<file path="config.mk">
export PLATFORM = sky130hd
export DESIGN_NAME = wb_stage
export DESIGN_NICKNAME = d
export VERILOG_FILES = /design/src/rtl/wb_pkg.sv /design/src/rtl/load_align.sv /design/src/rtl/wb_stage.sv
export SDC_FILE = /design/constraint.sdc
export NUM_CORES = 1
export LEC_CHECK = 0
export ABC_CLOCK_PERIOD_IN_PS = 5600
export CORE_AREA = 2 2 161 163
export CTS_CLUSTER_DIAMETER = 30
export CTS_CLUSTER_SIZE = 40
export DETAILED_ROUTE_END_ITERATION = 7
export DIE_AREA = 0 0 163 165
export PLACE_DENSITY = 0.84
export SLEW_MARGIN = 20
export SYNTH_ARGS = -nofsm -noshare
export SYNTH_HDL_FRONTEND = slang
export SYNTH_SLANG_ARGS = --single-unit
</file>
<file path="constraint.sdc">
create_clock -name clk -period 5.6 [get_ports clk]
set_input_delay 0.84 -clock clk [delete_from_list [all_inputs] [get_ports clk]]
set_output_delay 0.84 -clock clk [all_outputs]
set_load 0.01 [all_outputs]
</file>
<file path="src/rtl/wb_pkg.sv">
// Shared definitions for the MIPS write-back stage.
// Contents: write-back source select codes, load size codes, HI/LO
// write-enable bit positions, and a legality helper for select codes.
package wb_pkg;

  typedef enum logic [2:0] {
    WB_NONE = 3'b000,
    WB_ALU  = 3'b001,
    WB_RS   = 3'b010,
    WB_RAM  = 3'b011,
    WB_HI   = 3'b100,
    WB_LO   = 3'b101,
    WB_PC8  = 3'b110,
    WB_ILL  = 3'b111
  } wb_sel_e;

  typedef enum logic [1:0] {
    LD_BYTE = 2'd0,
    LD_HALF = 2'd1,
    LD_WORD = 2'd2,
    LD_RSVD = 2'd3
  } ld_size_e;

  localparam int unsigned HILO_LO = 0;
  localparam int unsigned HILO_HI = 1;

  function automatic logic wb_sel_legal(wb_sel_e sel);
    return (sel != WB_NONE) && (sel != WB_ILL);
  endfunction

endpackage

</file>
<file path="src/rtl/load_align.sv">
// Load data aligner: selects the addressed byte/half/word from a raw RAM
// word and zero- or sign-extends it to the datapath width.
// Ports:
//   ram_i   raw load word
//   off_i   byte offset (address[1:0]); bit 0 ignored for halfwords
//   size_i  0=byte, 1=half, 2=word, 3=reserved (treated as word)
//   uns_i   zero-extend instead of sign-extend
//   data_o  aligned, extended result
module load_align
  import wb_pkg::*;
#(
  parameter int unsigned DATA_W = 32
) (
  input  logic [DATA_W-1:0] ram_i,
  input  logic [1:0]        off_i,
  input  logic [1:0]        size_i,
  input  logic              uns_i,
  output logic [DATA_W-1:0] data_o
);

  logic [7:0]  byte_v;
  logic [15:0] half_v;

  always_comb begin
    byte_v = ram_i[{off_i, 3'b000} +: 8];
    half_v = ram_i[{off_i[1], 4'b0000} +: 16];
    case (ld_size_e'(size_i))
      LD_BYTE: data_o = {{(DATA_W-8){byte_v[7] & ~uns_i}}, byte_v};
      LD_HALF: data_o = {{(DATA_W-16){half_v[15] & ~uns_i}}, half_v};
      default: data_o = ram_i;
    endcase
  end

endmodule

</file>
<file path="src/rtl/wb_stage.sv">
// Registered MIPS write-back stage. Captures the MEM-stage bundle (with
// load data already aligned) into a one-entry register, drives the
// register-file write port one cycle later, and owns HI/LO.
// Ports:
//   clk, rst_n            clock, async active-low reset
//   stall, flush          hazard-unit controls (flush wins over stall)
//   in_valid ... lo_in    MEM-stage bundle
//   rf_we/rf_waddr/rf_wdata  register-file write port
//   hi_o, lo_o            architectural HI/LO including pending-write bypass
//   wb_valid              stage holds a valid instruction
module wb_stage
  import wb_pkg::*;
#(
  parameter int unsigned DATA_W   = 32,
  parameter int unsigned RF_AW    = 5,
  parameter int unsigned LINK_OFF = 8
) (
  input  logic              clk,
  input  logic              rst_n,
  input  logic              stall,
  input  logic              flush,
  input  logic              in_valid,
  input  logic [2:0]        rf_wsel,
  input  logic              rf_we_in,
  input  logic [RF_AW-1:0]  rf_waddr_in,
  input  logic [DATA_W-1:0] pc,
  input  logic [DATA_W-1:0] alu_in,
  input  logic [DATA_W-1:0] rs_in,
  input  logic [DATA_W-1:0] ram_in,
  input  logic [1:0]        ld_off,
  input  logic [1:0]        ld_size,
  input  logic              ld_uns,
  input  logic [1:0]        hilo_we,
  input  logic [DATA_W-1:0] hi_in,
  input  logic [DATA_W-1:0] lo_in,
  output logic              rf_we,
  output logic [RF_AW-1:0]  rf_waddr,
  output logic [DATA_W-1:0] rf_wdata,
  output logic [DATA_W-1:0] hi_o,
  output logic [DATA_W-1:0] lo_o,
  output logic              wb_valid
);

  logic [DATA_W-1:0] ld_aligned;

  logic              valid_q, valid_d;
  logic              we_q;
  logic [RF_AW-1:0]  waddr_q;
  wb_sel_e           wsel_q;
  logic [DATA_W-1:0] pc_q, alu_q, rs_q, ld_q;
  logic [1:0]        hilo_we_q;
  logic [DATA_W-1:0] hi_new_q, lo_new_q;
  logic [DATA_W-1:0] hi_q, hi_d, lo_q, lo_d;

  logic              commit;
  logic [DATA_W-1:0] pc8;

  load_align #(.DATA_W(DATA_W)) u_load_align (
    .ram_i  (ram_in),
    .off_i  (ld_off),
    .size_i (ld_size),
    .uns_i  (ld_uns),
    .data_o (ld_aligned)
  );

  // The bundle held in the stage retires in any cycle it is valid and not stalled.
  assign commit = valid_q & ~stall;

  always_comb begin
    if (flush)      valid_d = 1'b0;
    else if (stall) valid_d = valid_q;
    else            valid_d = in_valid;
    hi_d = (commit & hilo_we_q[HILO_HI]) ? hi_new_q : hi_q;
    lo_d = (commit & hilo_we_q[HILO_LO]) ? lo_new_q : lo_q;
  end

  always_ff @(posedge clk or negedge rst_n) begin
    if (!rst_n) begin
      valid_q   <= 1'b0;
      we_q      <= 1'b0;
      waddr_q   <= '0;
      wsel_q    <= WB_NONE;
      pc_q      <= '0;
      alu_q     <= '0;
      rs_q      <= '0;
      ld_q      <= '0;
      hilo_we_q <= '0;
      hi_new_q  <= '0;
      lo_new_q  <= '0;
      hi_q      <= '0;
      lo_q      <= '0;
    end else begin
      valid_q <= valid_d;
      hi_q    <= hi_d;
      lo_q    <= lo_d;
      if (!stall) begin
        we_q      <= rf_we_in;
        waddr_q   <= rf_waddr_in;
        wsel_q    <= wb_sel_e'(rf_wsel);
        pc_q      <= pc;
        alu_q     <= alu_in;
        rs_q      <= rs_in;
        ld_q      <= ld_aligned;
        hilo_we_q <= hilo_we;
        hi_new_q  <= hi_in;
        lo_new_q  <= lo_in;
      end
    end
  end

  // A pending HI/LO write in the stage is visible before it commits.
  always_comb begin
    hi_o = (valid_q & hilo_we_q[HILO_HI]) ? hi_new_q : hi_q;
    lo_o = (valid_q & hilo_we_q[HILO_LO]) ? lo_new_q : lo_q;
  end

  assign pc8 = pc_q + DATA_W'(LINK_OFF);

  // One-hot AND-OR select; unused codes decode to no term and yield zero.
  always_comb begin
    rf_wdata = ({DATA_W{wsel_q == WB_ALU}} & alu_q)
             | ({DATA_W{wsel_q == WB_RS }} & rs_q)
             | ({DATA_W{wsel_q == WB_RAM}} & ld_q)
             | ({DATA_W{wsel_q == WB_HI }} & hi_o)
             | ({DATA_W{wsel_q == WB_LO }} & lo_o)
             | ({DATA_W{wsel_q == WB_PC8}} & pc8);
    rf_we    = valid_q & we_q & (|waddr_q) & wb_sel_legal(wsel_q);
  end

  assign rf_waddr = waddr_q;
  assign wb_valid = valid_q;

endmodule
</file>
==> flow_summary.toml <==
[global_routing]
groute.usage.overall = 0.295
met3_usage = 0.0618
grt_pass1_wl_um = 60300
grt_max_degree = 191
grt-busiest-layer = "met2"
grt-ovfl-total = 0
use_met2 = 0.502
grt_pass1_vias = 10504
antenna_found_initial = 1
grt_use_met1 = 0.370

[sta]
rsz0062_at_grt = "false"
slew_violations = 0
setup_viol = 0
fin_crit_ps = 4220
tightest_slew_ps = 976
setup_slack_ps = 1380
fin_crit_sh = 0.753
finClkSkew_ps = 9.34
fmax_ghz = 0.237
tns_ps = 0
finalHoldViolCount = 0
slew_headroom = 0.346

[run_status]
status = "finished clean"

[synth]
synth_simple_gate_area_frac = 0.0606
synth_top_family_by_area = "multiplexers"
synth_area_leaders = "dfrtp_1 (51%), mux2_2 (29%), a22oi_1 (2.3%)"
yosysSeqAreaShare = 0.509
synth_adder_area_share = 0.000950
syn_nets = 1253
netlist-cell-type-count = 47
synth_compound_gate_area_share = 0.0729
ys_seq_elements = 268
synth_cells = 1039
synth_top_cell_by_area = "dfrtp_1"
synth_area_um2 = 13200
synth_top_area_share = 0.509
ys_warn_count = 0
muxShareOfSynthArea = 0.313
synth_xor_area_frac = 0.0173
syn_avg_cell_area_um2 = 12.7

[clocking]
cts_tree = "yes"
numCtsBuffers = 59
cts.clk_slew.worst_paths_ps = 50
cts_hold_buf = 0
h-tree-depth = 2
cts.path.max_buffers = 3
root_buffer = "clkbuf_16"
post_cts_resize_count = 0
cts_num_sinks = 268
cts_setup_buffers = 0
clk_latency_ps = 560

[worst_setup_path]
critPathBufInv = 3
critPathLaunchType = "flop"
crit_arrival_ps = 3380
r2r_start = "wb_valid"
path_max_fanout = 18
reg2reg_depth = 3
slowest_stage = "dfrtp_1"
path_class = "flop to primary output"
critPathLaunch = "wsel_q[1]"
critPathMaxStageDelay_ps = 710
r2r_end = "lo_q[4]"
cp_cell_sequence = "inv_1 > nor3_1 > buf_4 > and3_1 > a221oi_1 > o211ai_1 > clkdlybuf4s50_1"
endpoint_kind = "primary output"
path_delay_family = "buffers and inverters"
path_depth = 7
required_ps = 4760
rrSetupSlack_ps = 3000
crit_end = "rf_wdata[26]"

[route]
post_drt_wl_per_cell_um = 22.8
viasPerCell = 5.72
drcViolationCount = 0
initialDrtViolationCount = 759
route.vias.total = 9931
routed_wl_um = 39600
firstDrtPassIters = 5
postRouteAntennaNets = 0

[floorplan]
die_h_um = 165
die_area_um2 = 26900
pin_count = 316
start_util = 0.526
core_um2 = 25000
die_w_um = 163
rows = 58

[power_and_ir_drop]
ir_drop_uv = 281
leakage_nw = 7.79
p_per_area_nw_per_um2 = 420

[placement]
place.gp.congestion = 0.933
place_area_um2 = 16500
portBuffers = 315
dpl.cell_count = 1624
pre_cts_ws_ps = 2020
dp_hpwl_um = 27300

[job]
drv_cap = 0

[final_layout]
stdcell_count = 1736
final_common_cell = "mux2_2"
design_area_um2 = 18700
areaGrowthSynthToFinish_pct = 41.9
final_nets = 1570
mostFrequentLayoutCells = "mux2_2 (342), clkdlybuf4s50_1 (313), dfrtp_1 (267), nand2_1 (62), clkbuf_16 (60)"
drive_gt1_frac = 0.340
utilization = 0.747

[min_path]
min_path_type = "primary input to asynchronous set/reset pin"
## cell type report
cell class | count | area, µm²
Clock buffer | 71 | 1620
Tap cell | 330 | 413
Timing Repair Buffer | 326 | 3290
Fill cell | 1606 | 6340
Multi-Input combinational cell | 692 | 6130
Inverter | 9 | 33.8
Clock inverter | 39 | 503
Sequential cell | 268 | 6710
Antenna cell | 1 | 2.50
## worst min-delay path by stage
stage	startpoint	to	slack [ps]	depth (start not counted)
6_report	rst_n	rs_q[10]	240	1
5_1_grt	rst_n	rs_q[10]	290	1
4_1_cts	rst_n	rs_q[10]	270	1
3_5_place_dp	ld_q[7]	ld_q[7]	470	2
3_3_place_gp	ld_q[7]	ld_q[7]	460	2
2_1_floorplan	ld_q[7]	ld_q[7]	440	2
## synth_stat cells (all sizes together)
cell type    n
nand2       64
a31oi        1
nor2        23
and4         2
a21oi       31
mux2i       20
or2          2
nand3b       1
and2         4
a21o         5
inv          9
dfrtp      268
a221o        4
xnor2       18
a22oi       40
or3          3
nor3        13
clkbuf      24
xor2         8
and3         6
a2111oi      1
o21bai       2
a221oi       2
a22o         5
ha           1
nand4        3
o221ai      16
nor4         4
nand3       12
o211ai       2
nand2b       2
buf         46
o22ai        4
mux4         1
mux2       346
o21ai       19
nor2b       20
a211o        7
## state kept, by name, summed over array words and instances (netlist names), 5 cells and up
register,count
lo_new_q,32
rf_waddr,5
hi_q,32
rs_q,32
lo_q,32
alu_q,32
ld_q,32
pc_q,32
hi_new_q,32
## metrics by stage
stage / hold slack, ps / total power [mW]
after floorplan: 444 / 3.31
after global placement: 455 / 4.19
after detailed placement: 466 / 4.24
after CTS: 265 / 7.89
after global routing: 288 / 8.14
final: 241 / 7.85
## report_power, final
| group | switching, mW | internal [mW] |
|---|---|---|
| registers | 0.195 | 2.25 |
| clock network | 1.10 | 2.51 |
| logic | 0.780 | 1.02 |
## kinds of logic (layout without fill, tap and decap cells)
| group | count (synthesis) | in the layout |
|---|---|---|
| AO/OA/AOI/OAI | 139 | 139 |
| XOR/XNOR | 26 | 26 |
| adder cells (fa/ha/maj) | 1 | 1 |
| buffers and inverters | 79 | 445 |
| flip-flops | 268 | 268 |
| multiplexers | 367 | 367 |
| other | 0 | 1 |
| AND/OR/NAND/NOR | 159 | 159 |
## per-layer routing
metal,up-vias,part of all wire
met5,-,0
met4,0,0.037
met3,89,0.060
met2,384,0.50
met1,5012,0.40
li1,4446,-
Note: power is estimated with default switching activity, not from simulation.
